$ cat src/rtl/mul_sequencer.sv
// Multi-cycle radix-2 shift-add multiplier controller for MUL/MULH/MULHSU/MULHU.
// Stalls the pipeline for XLEN+2 cycles and emits the selected product half with a done pulse.
module mul_sequencer #(
  parameter int         XLEN     = 32,
  parameter logic [4:0] MUL_C    = 5'b01010,
  parameter logic [4:0] MULH_C   = 5'b01011,
  parameter logic [4:0] MULHSU_C = 5'b01100,
  parameter logic [4:0] MULHU_C  = 5'b01101
) (
  input  logic            clk,
  input  logic            rst_n,
  input  logic            start_i,
  input  logic [4:0]      alu_ctrl_i,
  input  logic [XLEN-1:0] src_a_i,
  input  logic [XLEN-1:0] src_b_i,
  input  logic [4:0]      rd_i,
  input  logic            flush_i,
  output logic            stall_o,
  output logic            busy_o,
  output logic            done_o,
  output logic [XLEN-1:0] result_o,
  output logic [4:0]      rd_o
);

  // state | meaning
  // IDLE  | waiting for a multiply-class instruction in EX
  // RUN   | one shift-add iteration per cycle, XLEN cycles
  // FIX   | apply sign to the accumulator, capture result
  // DONE  | result_o/rd_o valid, pipeline released
  typedef enum logic [1:0] {S_IDLE, S_RUN, S_FIX, S_DONE} state_t;

  localparam int            CW   = $clog2(XLEN);
  localparam logic [CW-1:0] LAST = CW'(XLEN - 1);

  state_t              r_state, w_next;
  logic [2*XLEN-1:0]   r_mcand, r_acc;
  logic [XLEN-1:0]     r_mplier;
  logic [CW-1:0]       r_count;
  logic                r_neg, r_low;
  logic [4:0]          r_rd;
  logic [XLEN-1:0]     r_result;
  logic [4:0]          r_rd_o;

  logic                w_is_mul, w_accept, w_a_signed, w_b_signed, w_sign_a, w_sign_b;
  logic [XLEN-1:0]     w_mag_a, w_mag_b;
  logic [2*XLEN-1:0]   w_fixed;

  assign w_is_mul   = (alu_ctrl_i == MUL_C) || (alu_ctrl_i == MULH_C) ||
                      (alu_ctrl_i == MULHSU_C) || (alu_ctrl_i == MULHU_C);
  // rst_n gating keeps stall_o low while reset is held with a multiply still in EX
  assign w_accept   = rst_n && (r_state == S_IDLE) && start_i && w_is_mul && !flush_i;
  assign w_a_signed = (alu_ctrl_i == MUL_C) || (alu_ctrl_i == MULH_C) || (alu_ctrl_i == MULHSU_C);
  assign w_b_signed = (alu_ctrl_i == MUL_C) || (alu_ctrl_i == MULH_C);
  assign w_sign_a   = w_a_signed && src_a_i[XLEN-1];
  assign w_sign_b   = w_b_signed && src_b_i[XLEN-1];
  assign w_mag_a    = w_sign_a ? -src_a_i : src_a_i;
  assign w_mag_b    = w_sign_b ? -src_b_i : src_b_i;
  assign w_fixed    = r_neg ? -r_acc : r_acc;

  always_ff @(posedge clk or negedge rst_n) begin
    if (!rst_n) r_state <= S_IDLE;
    else        r_state <= w_next;
  end

  always_comb begin
    w_next = r_state;
    case (r_state)
      S_IDLE: if (w_accept) w_next = S_RUN;
      S_RUN: begin
        if (flush_i)              w_next = S_IDLE;
        else if (r_count == LAST) w_next = S_FIX;
      end
      S_FIX:  w_next = flush_i ? S_IDLE : S_DONE;
      S_DONE: w_next = S_IDLE;
      default: w_next = S_IDLE;
    endcase
  end

  always_comb begin
    stall_o = w_accept || (r_state == S_RUN) || (r_state == S_FIX);
    busy_o  = (r_state != S_IDLE);
    done_o  = (r_state == S_DONE);
  end

  always_ff @(posedge clk or negedge rst_n) begin
    if (!rst_n) begin
      r_mcand  <= '0;
      r_mplier <= '0;
      r_acc    <= '0;
      r_count  <= '0;
      r_neg    <= 1'b0;
      r_low    <= 1'b0;
      r_rd     <= '0;
      r_result <= '0;
      r_rd_o   <= '0;
    end else if (w_accept) begin
      r_mcand  <= {{XLEN{1'b0}}, w_mag_a};
      r_mplier <= w_mag_b;
      r_acc    <= '0;
      r_count  <= '0;
      r_neg    <= w_sign_a ^ w_sign_b;
      r_low    <= (alu_ctrl_i == MUL_C);
      r_rd     <= rd_i;
    end else if (r_state == S_RUN && !flush_i) begin
      if (r_mplier[0]) r_acc <= r_acc + r_mcand;
      r_mcand  <= r_mcand << 1;
      r_mplier <= r_mplier >> 1;
      r_count  <= r_count + CW'(1);
    end else if (r_state == S_FIX && !flush_i) begin
      r_result <= r_low ? w_fixed[XLEN-1:0] : w_fixed[2*XLEN-1:XLEN];
      r_rd_o   <= r_rd;
    end
  end

  assign result_o = r_result;
  assign rd_o     = r_rd_o;

endmodule

$ cat config.mk
export PLATFORM = sky130hd
export DESIGN_NAME = mul_sequencer
export DESIGN_NICKNAME = d
export VERILOG_FILES = /design/src/rtl/mul_sequencer.sv
export SDC_FILE = /design/constraint.sdc
export NUM_CORES = 1
export LEC_CHECK = 0
export CAP_MARGIN = 20
export CORE_MARGIN = 4
export CORE_UTILIZATION = 58
export DETAILED_ROUTE_END_ITERATION = 10
export GPL_ROUTABILITY_DRIVEN = 0
export PLACE_DENSITY_LB_ADDON = 0.25
export SLEW_MARGIN = 0
export SYNTH_ARGS = -nofsm -noshare
export SYNTH_HDL_FRONTEND = slang
export SYNTH_SLANG_ARGS = --single-unit
$ cat constraint.sdc
create_clock -name clk -period 6.2 [get_ports clk]
set_input_delay 1.86 -clock clk [delete_from_list [all_inputs] [get_ports clk]]
set_output_delay 1.86 -clock clk [all_outputs]
set_load 0.01 [all_outputs]
Yosys cells after proc, flatten, opt, wreduce, memory -nomap -nowiden
Cells that the tools add are included.

Reduce and logical (&&, ||, !) cells: 21. Bitwise operators: 3. Eq/ne operators: 10. Add/subtract/negate cells: 5. Muxes and demuxes: 18.

Operators with widths (number): 2-to-1 mux 64 bit (6); 2-to-1 mux 32 bit (5); adder 64 bit (1); negator 32 bit (2); negator 64 bit (1); equality test 5 x 4 -> 1 bit, second input constant (4); 2-to-1 mux 5 bit (2); logical AND 1 bit (8); 2-to-1 mux 2 bit (4); one-hot mux 2 bit (4 select lines) (1); nonzero test 2 bit (3); adder 5 x 1 -> 5 bit, second input constant (1); equality test 5 bit, second input constant (1); logical OR 1 bit (5); equality test 2 bit, second input constant (2); AND reduction 2 bit (2); != test 3 bit, second input constant (1); AND reduction 3 bit (1); equality test 2 x 1 -> 1 bit, second input constant (1); zero test 2 bit (1); != test 2 bit, second input constant (1); NOT 1 bit (2); zero test 1 bit (1); bitwise XOR 1 bit (1).

Input port bits: 78. Output and inout port bits: 40. Word-level logic and storage cells: 67. Register bits: 211.

Logic depth before layout (Yosys ltp)
Gate-level depths: netlist of the first run.

Depth after elaboration: 8. Mapped depth: 13. Gate-level depth less buffers: 12.

Worst setup path after synthesis of the first run
OpenSTA, ideal clock, no wires.

Path kind: input to output. Start point: input alu_ctrl_i[4]. End point: output stall_o. Stages: 5. Arrival time: 2.728 ns. Data required time: 4.340 ns. Setup slack: 1.612 ns. Path buffers: 1. Cells stage by stage: nand2b_1 -> nor3b_1 -> nand4_1 -> clkbuf_1 -> nand3_1.

Word-level cells in the longest chain between the ends: 8. Elaborated cells between the ends (all ways): 11. Those cells by class: 4 x eq/ne; 7 x reduce/logical.

RTL lines: from (decl) (line 13) `input logic [4:0] alu_ctrl_i,`; equality test 5 x 4 -> 1 bit (line 48) `assign w_is_mul = (alu_ctrl_i == MUL_C) || (alu_ctrl_i == MULH_C) ||`; logical OR 1 bit (2 in a row) (line 48); logical OR 1 bit * (line 49) `(alu_ctrl_i == MULHSU_C) || (alu_ctrl_i == MULHU_C);`; logical AND 1 bit * (2 in a row) (line 51) `assign w_accept = rst_n && (r_state == S_IDLE) && start_i && w_is_mul && !flush_i;`; logical OR 1 bit * (2 in a row) (line 80) `stall_o = w_accept || (r_state == S_RUN) || (r_state == S_FIX);`; to (decl) (line 18) `output logic stall_o,`.

Every way passes the cells marked *; elsewhere a longest branch is shown, timed or not.

Worst setup path in the final report of the first run
Start point: input flush_i. End point: output stall_o.

Word-level cells in the longest chain between the ends: 4.

RTL lines: from (decl) (line 17) `input logic flush_i,`; zero test 1 bit (line 51); logical AND 1 bit (line 51); logical OR 1 bit (2 in a row) (line 80).

Every way passes these cells.

==> impl_metrics.tcl, run 1 <==
set metrics [dict create \
    switching_share 0.334 \
    yosys_most_used_dff "dfrtp_1" \
    grt_usage 0.280 \
    cts_setup_buffers 0 \
    synth_edf_count 0 \
    path_clk_slew_ps 60 \
    cts_sinks 211 \
    rsz0062_at_grt "false" \
    final_cell_mix "nand2_1, dfrtp_1, o21ai_0" \
    p_switching_w 0.00151 \
    p_seq_frac 0.383 \
    drive_above_1_share 0.0437 \
    vias_per_cell 6.24 \
    yosysWarnings 0 \
    grt_start_max_net_pins 146 \
    numCtsBuffers 24 \
    dp.final_hpwl_um 30200 \
    postSynthRegisterBits 211 \
    syn-instance-count 1829 \
    r2r_start "r_mcand[1]$_DFFE_PN0P_" \
    maxSlewViolCount 0 \
    core_area_um2 25300 \
    finalCritPeriodShare 0.890 \
    hold_buffers 0 \
    hold_viol 0 \
    p_per_area_nw_per_um2 264 \
    cts_max_level 1 \
    async_flop_share 1.00 \
    max_cap_viol_count 0 \
    fin_worst_skew_ps 16.1 \
    n_antenna_cell 0 \
    place_inst 2184 \
    rows 58 \
    hold_path_end "rd_o[3]$_DFFE_PN0P_" \
    drt-initial-drc-count 1163 \
    cts_tree "yes" \
    worstMarginPinSlew_ps 1010 \
    wl_met1_um 17900 \
    setup_viol 0 \
    intPower_w 0.00301 \
    dpl_cell_area_um2 16300 \
    clkPwrFrac 0.319 \
    antenna_found_initial 0 \
    dieArea_um2 28500 \
    grt_pass1_wl_um 66800 \
    p_leak_nw 7.53 \
    die_y_um 169 \
    finalNetCount 2029 \
    clk_latency_ps 530 \
    worstPathRequired_ps 4340 \
    worstPathMaxFanout 5 \
    vias 13900 \
    hold_class "flop to flop" \
    wire_per_inst_um 18.2 \
    r2r_cells 11 \
    vdd_ir_drop_max_v 0.000178 \
    fin_area_um2 17200 \
    drt_first_pass_iters 5 \
    min_from "r_rd[3]$_DFFE_PN0P_" \
    fin_cells 2230 \
    synth.area.top_cells "dfrtp_1, nand2_1, o21ai_0" \
    io_pins 118 \
    grt_overflow 0 \
    arrival_ps 3660 \
    synth_top_area_frac 0.352 \
    max_freq_mhz 181 \
    synth_fp_nets 1976 \
    postRouteAntennaNets 0 \
    timing.rr.end "r_acc[63]$_DFFE_PN0P_" \
    drt_wl_total_um 40600 \
    cts_resized 0 \
    syn_avg_cell_area_um2 8.20 \
    synth_top_area_cell "dfrtp_1" \
    synth_area_um2 15000 \
    met3_length_um 3460 \
    final_common_cell "nand2_1" \
    clockRootBuffer "clkbuf_16" \
    port-buffer-count 117 \
    critical_path_class "input port to output port" \
    end_kind "output port" \
    die_w_um 169 \
    highest_layer "met4" \
    hold_depth 2 \
    routed-wl-met2_um 17900 \
    setup_tns_ps 0 \
    ys_types 66 \
    slew_headroom 0.323 \
    reg2reg_slack_ps 1950 \
    run_status "finished, final reports clean" \
    grt_pass1_vias 13100 \
    setup.worst_path.start_class "input port" \
    remaining_drc_errors 0 \
    min_period_ps 5520 \
    area_growth_pct 14.4 \
    cts.path.max_buffers 3 \
    yosysSeqAreaShare 0.352 \
    start_util 0.593 \
    pwr-share-comb 0.298 \
]
==> power by group through the flow <==
stage          logic [W]  registers [W]  clock network, W
2_1_floorplan   0.000991        0.00170                 0
3_3_place_gp     0.00126        0.00177                 0
3_5_place_dp     0.00129        0.00178                 0
4_1_cts          0.00130        0.00176           0.00145
5_1_grt          0.00151        0.00176           0.00151
6_report         0.00135        0.00173           0.00144
==> cell type report <==
type | count | area [µm²]
timing repair buffer | 131 | 1320
multi-input combinational | 1484 | 9250
tap | 330 | 413
clock buffer | 36 | 707
clock inverter | 8 | 90.1
fill | 2055 | 8160
sequential | 211 | 5280
inverter | 30 | 113
==> critical path, stage by stage <==
cell and delay, ps:
clkdlybuf4s50_1 650, nor2_1 350, nand4_1 150, nand3_1 100, clkdlybuf4s50_1 540
==> worst max path at each step <==
stage                             start       to  depth (start not counted)
after global routing            flush_i  stall_o                          5
final                           flush_i  stall_o                          5
after global placement          flush_i  stall_o                          5
after detailed placement        flush_i  stall_o                          5
after CTS                       flush_i  stall_o                          5
after floorplan           alu_ctrl_i[4]  stall_o                          5
==> routing by layer <==
layer,vias up,track usage
met5,-,0
met4,0,0.0928
met3,91,0.0521
met2,541,0.441
met1,6627,0.392
li1,6657,-
==> flip-flops by register name, summed over array words and instances, names as in the netlist <==
| signal | count |
|---|---|
| r_mcand | 64 |
| rd_o | 5 |
| r_rd | 5 |
| r_count | 5 |
| r_low | 1 |
| r_mplier | 32 |
| result_o | 32 |
| r_neg | 1 |
| r_acc | 64 |
| r_state | 2 |
==> stage by stage <==
stage                     total power, W   util  hold slack (ps)  setup WS, ps
after floorplan                  0.00269      -              435          1610
after global placement           0.00303  0.645              440           735
after detailed placement         0.00307  0.645              461           755
after CTS                        0.00451  0.676              474           739
after global routing             0.00477  0.678              491           603
final                            0.00452  0.678              471           685
==> kinds of logic (layout without fill, tap and decap cells) <==
| logic type | after synthesis | after routing | synth area share |
|---|---|---|---|
| AO/OA/AOI/OAI | 548 | 548 | 0.217 |
| buffers and inverters | 134 | 205 | 0.0336 |
| AND/OR/NAND/NOR | 627 | 627 | 0.194 |
| flip-flops | 211 | 211 | 0.352 |
| adder cells (fa/ha/maj) | 69 | 69 | 0.0580 |
| XOR/XNOR | 177 | 177 | 0.103 |
| multiplexers | 63 | 63 | 0.0424 |
==> synth_stat cells (5+ instances only) <==
master	number
o31ai_1	32
a221oi_1	5
or2_2	7
buf_1	7
nand2b_1	17
nor4_1	13
o21ai_0	209
a21o_1	29
o211ai_1	6
dfrtp_1	211
nor3_1	26
nor2b_1	7
nand3_1	26
o22ai_1	29
ha_1	68
o21bai_1	22
nand3b_1	6
nor2_1	72
and3_1	15
mux2_2	5
xor2_1	75
inv_1	30
clkbuf_1	96
a31oi_1	14
or4_1	22
mux2i_1	58
nand4_1	20
xnor2_1	102
nand2_1	360
o41ai_1	19
a21oi_1	144
or3_1	8
No activity file was read; power rests on OpenSTA's default activity.
==> run 2: changes to the inputs <==
--- a/config.mk
+++ b/config.mk
@@ -5,13 +5,12 @@
 export SDC_FILE = /design/constraint.sdc
 export NUM_CORES = 1
 export LEC_CHECK = 0
-export CAP_MARGIN = 20
 export CORE_MARGIN = 4
 export CORE_UTILIZATION = 58
 export DETAILED_ROUTE_END_ITERATION = 10
 export GPL_ROUTABILITY_DRIVEN = 0
 export PLACE_DENSITY_LB_ADDON = 0.25
-export SLEW_MARGIN = 0
+export SLEW_MARGIN = 10
 export SYNTH_ARGS = -nofsm -noshare
 export SYNTH_HDL_FRONTEND = slang
 export SYNTH_SLANG_ARGS = --single-unit
==> run 2 against run 1 <==
Non-clock buffer count is 2 lower. Clock power hardly changed. Power is 0.26% lower. Cell count hardly changed. Combinational power is 3% lower. Sequential power is 2% higher. Global-route usage stayed put. Wire length is 0.26% lower. Register-to-register slack better by 20 ps. Design area is 0.23% lower. Clock skew is 1.6 ps higher.
==> impl_metrics.tcl, run 2 (synthesized netlist as in run 1, its figures left out) <==
set metrics [dict create \
    run_status "finished, final reports clean" \
    cts_tree "yes" \
    drt-initial-drc-count 1207 \
    p_leak_nw 7.51 \
    start_util 0.593 \
    setup_tns_ps 0 \
    worstPathMaxFanout 5 \
    setup_viol 0 \
    min_period_ps 5530 \
    port-buffer-count 117 \
    p_per_area_nw_per_um2 264 \
    antenna_found_initial 0 \
    finalCritPeriodShare 0.891 \
    drt_wl_total_um 40500 \
    rows 58 \
    finalNetCount 2027 \
    max_freq_mhz 181 \
    worstPathRequired_ps 4340 \
    io_pins 118 \
    critPathMostFrequentCell "clkdlybuf4s50_1" \
    r2r_start "r_mcand[1]$_DFFE_PN0P_" \
    cts_resized 0 \
    remaining_drc_errors 0 \
    path_clk_slew_ps 60 \
    grt_start_max_net_pins 146 \
    hold_buffers 0 \
    cts.path.max_buffers 3 \
    cp-startpoint "flush_i" \
    dpl_cell_area_um2 16300 \
    postRouteAntennaNets 0 \
    finalWorstSetupSlack_ps 675 \
    rsz0062_at_grt "false" \
    hold_viol 0 \
    arrival_ps 3670 \
    critical_path_class "input port to output port" \
    n_antenna_cell 0 \
    worstMarginPinSlew_ps 1180 \
    fin_area_um2 17100 \
    die_y_um 169 \
    cpPeakStageDelay_ps 660 \
    vdd_ir_drop_max_v 0.000178 \
    clockRootBuffer "clkbuf_16" \
    cts_max_level 1 \
    dieArea_um2 28500 \
    final_cell_mix "nand2_1, dfrtp_1, o21ai_0" \
    end_kind "output port" \
    wire_per_inst_um 18.2 \
    dp_slack_ps 755 \
    drive_above_1_share 0.0427 \
    cts_setup_buffers 0 \
    min_from "r_rd[3]$_DFFE_PN0P_" \
    biggestRegsByFlops "r_acc (64), r_mcand (64)" \
    dp.final_hpwl_um 30200 \
    setup.worst_path.start_class "input port" \
    grt_pass1_vias 13100 \
    grt_overflow 0 \
    fin_cells 2228 \
    vias 13900 \
    hold_class "flop to flop" \
    maxSlewViolCount 0 \
    cp_num_buf_inv 2 \
    area_growth_pct 14.1 \
    crit_path_top_delay_cell "clkdlybuf4s50_1" \
    cts_sinks 211 \
    drt_first_pass_iters 8 \
    clk_latency_ps 530 \
    holdWs_ps 470 \
    die_w_um 169 \
    grt_pass1_wl_um 66800 \
    fin_worst_skew_ps 17.7 \
    numCtsBuffers 24 \
    crit_family "buffers and inverters" \
    grt_usage 0.280 \
    core_area_um2 25300 \
    path_cells "clkdlybuf4s50_1, nor2_1, nand4_1, nand3_1, clkdlybuf4s50_1" \
    final_common_cell "nand2_1" \
    slew_headroom 0.212 \
    place_inst 2184 \
    vias_per_cell 6.22 \
    max_cap_viol_count 0 \
]
run 2: cell count changes in the layout (fill, tap and decap cells not counted):
cell    before  now
buf_12       3    1
run 2: metrics by stage:
| stage | power [W] | util |
|---|---|---|
| 2_1_floorplan | 0.00269 | - |
| 3_3_place_gp | 0.00303 | 0.645 |
| 3_5_place_dp | 0.00307 | 0.645 |
| 4_1_cts | 0.00451 | 0.676 |
| 5_1_grt | 0.00477 | 0.676 |
| 6_report | 0.00451 | 0.676 |
run 2: worst paths after layout:
check                                               end  slack, ps  depth (start not counted)
worst max-delay path                            stall_o        670                          5
worst min-delay path                rd_o[3]$_DFFE_PN0P_        470                          2
worst max register to register    r_acc[63]$_DFFE_PN0P_       1970                         11
worst min register to register      rd_o[3]$_DFFE_PN0P_        470                          2
max in group asynchronous       r_mcand[44]$_DFFE_PN0P_       3790                          2
min in group asynchronous          r_acc[3]$_DFFE_PN0P_       1210                          1
run 2: area by class of cell:
type	count	area [µm²]
well taps	330	413
repair buffers	129	1280
fillers	2061	8200
inverters	30	113
clock buffers	36	707
multi-input cells	1484	9250
flip-flops and latches	211	5280
clock inverters	8	90.1
run 2: power by group:
group	internal (W)	switching [W]
sequential	0.00156	0.000204
clock	0.000868	0.000573
combinational	0.000577	0.000729
run 2: per-layer routing:
metal / up-vias / wire (µm) / GRT usage
li1: 6646 / - / -
met1: 6540 / 17700 / 0.392
met2: 581 / 17800 / 0.441
met3: 100 / 3680 / 0.0521
met4: 0 / 1390 / 0.0928
met5: - / 0 / 0
run 2: worst min-delay path: cells and delay by family, from the launching register on:
family / cells / cell delay [ps]
flip-flops: 1 / 340
AND/OR/NAND/NOR: 2 / 100
==> run 3: changes to the inputs <==
--- a/config.mk
+++ b/config.mk
@@ -5,8 +5,10 @@
 export SDC_FILE = /design/constraint.sdc
 export NUM_CORES = 1
 export LEC_CHECK = 0
+export ABC_AREA = 0
 export CORE_MARGIN = 4
 export CORE_UTILIZATION = 58
+export CTS_CLUSTER_DIAMETER = 50
 export DETAILED_ROUTE_END_ITERATION = 10
 export GPL_ROUTABILITY_DRIVEN = 0
 export PLACE_DENSITY_LB_ADDON = 0.25
==> run 3 against run 2 <==
Via count up 0.30%. Global-route usage is 0.083 points higher. Maximum frequency is 0.29% lower. Power rose by 7.2%. Non-clock buffer count is the same. Sequential cell count stayed put. Wire length barely moved. Largest cell class unchanged.
==> impl_metrics.tcl, run 3 (synthesized netlist as in run 1, its figures left out) <==
set metrics [dict create \
    end_kind "output port" \
    die_y_um 169 \
    vias 13900 \
    arrival_ps 3680 \
    grt_pass1_vias 13200 \
    run_status "finished, final reports clean" \
    worstPathMaxFanout 5 \
    clockRootBuffer "clkbuf_16" \
    fin_worst_skew_ps 17.7 \
    dieArea_um2 28500 \
    grt_overflow 0 \
    finalCritPeriodShare 0.894 \
    n_antenna_cell 0 \
    setup_tns_ps 0 \
    cts_sinks 211 \
    min_period_ps 5540 \
    hold_buffers 0 \
    dp.final_hpwl_um 30200 \
    critical_path_class "input port to output port" \
    cts_max_level 1 \
    p_leak_nw 7.62 \
    setup_viol 0 \
    postRouteAntennaNets 0 \
    vias_per_cell 6.23 \
    biggestRegsByFlops "r_acc (64), r_mcand (64)" \
    r2r_cells 11 \
    area_growth_pct 15.6 \
    drive_above_1_share 0.0478 \
    cts_tree "yes" \
    slew_headroom 0.213 \
    final_common_cell "nand2_1" \
    grt_usage 0.281 \
    final_cell_mix "nand2_1, dfrtp_1, o21ai_0" \
    io_pins 118 \
    vdd_ir_drop_max_v 0.000235 \
    hold_class "flop to flop" \
    rsz0062_at_grt "false" \
    rows 58 \
    die_w_um 169 \
    cts_setup_buffers 0 \
    drt-initial-drc-count 1174 \
    grt_start_max_net_pins 146 \
    hold_viol 0 \
    wire_per_inst_um 18.2 \
    port-buffer-count 117 \
    drt_wl_total_um 40600 \
    max_freq_mhz 180 \
    finalWorstSetupSlack_ps 659 \
    worstMarginPinSlew_ps 1180 \
    hold_depth 2 \
    clk_latency_ps 540 \
    cts.path.max_buffers 3 \
    numCtsBuffers 27 \
    maxSlewViolCount 0 \
    setup.worst_path.start_class "input port" \
    cts_resized 0 \
    antenna_found_initial 0 \
    grt_pass1_wl_um 67000 \
    max_cap_viol_count 0 \
    drt_first_pass_iters 6 \
    start_util 0.593 \
    p_per_area_nw_per_um2 279 \
    dp_slack_ps 755 \
    remaining_drc_errors 0 \
    finalNetCount 2030 \
    core_area_um2 25300 \
    worstPathRequired_ps 4340 \
    path_clk_slew_ps 50 \
]
==> run 3: cell count changes in the layout (fill, tap and decap cells not counted), moves of 2 or more <==
cell,change
bufinv_16,+5
clkbuf_1,-5
clkbuf_16,+2
clkinv_2,-3
clkinv_4,+2
inv_6,+3
==> run 3: final timing paths <==
kind | endpoint | slack (ps) | from
max in group asynchronous | r_mcand[49]$_DFFE_PN0P_ | 3810 | rst_n
hold / removal | result_o[17]$_DFFE_PN0P_ | 470 | result_o[17]$_DFFE_PN0P_
setup / recovery | stall_o | 660 | flush_i
min in group asynchronous | r_mcand[3]$_DFFE_PN0P_ | 1190 | rst_n
hold reg to reg | result_o[17]$_DFFE_PN0P_ | 470 | result_o[17]$_DFFE_PN0P_
setup reg to reg | r_acc[63]$_DFFE_PN0P_ | 1970 | r_mcand[1]$_DFFE_PN0P_
==> run 3: stage by stage <==
stage | cells | util | cell area [µm²] | hold slack (ps) | total power (W)
after detailed placement | 2184 | 0.645 | 16300 | 461 | 0.00307
after floorplan | 1829 | - | 15000 | 435 | 0.00269
after global placement | 2184 | 0.645 | 16300 | 440 | 0.00303
final | 2233 | 0.685 | 17400 | 474 | 0.00484
after global routing | 2233 | 0.685 | 17400 | 491 | 0.00510
after CTS | 2233 | 0.685 | 17400 | 480 | 0.00484
==> run 3: report_power, final <==
| group | switching, W | internal (W) | leakage [nW] |
|---|---|---|---|
| registers | 0.000204 | 0.00156 | 2.83 |
| logic | 0.000730 | 0.000577 | 4.28 |
| clock network | 0.000613 | 0.00115 | 0.504 |
| total | 0.00155 | 0.00329 | 7.62 |
==> run 3: final cells by class <==
type	instances	area (µm²)
Inverter	30	113
Tap cell	330	413
Sequential cell	211	5280
Clock inverter	15	269
Fill cell	2022	7980
Timing Repair Buffer	129	1280
Clock buffer	34	752
Multi-Input combinational cell	1484	9250
==> run 3: routing by layer <==
metal | GRT usage | vias up | wire [µm]
met1 | 0.392 | 6605 | 17700
met5 | 0 | - | 0
li1 | - | 6672 | -
met3 | 0.0500 | 98 | 3570
met2 | 0.444 | 533 | 17800
met4 | 0.0963 | 0 | 1440
==> run 3: critical path, stage by stage <==
cell and delay [ps]:
clkdlybuf4s50_1 670, nor2_1 360, nand4_1 150, nand3_1 100, clkdlybuf4s50_1 540
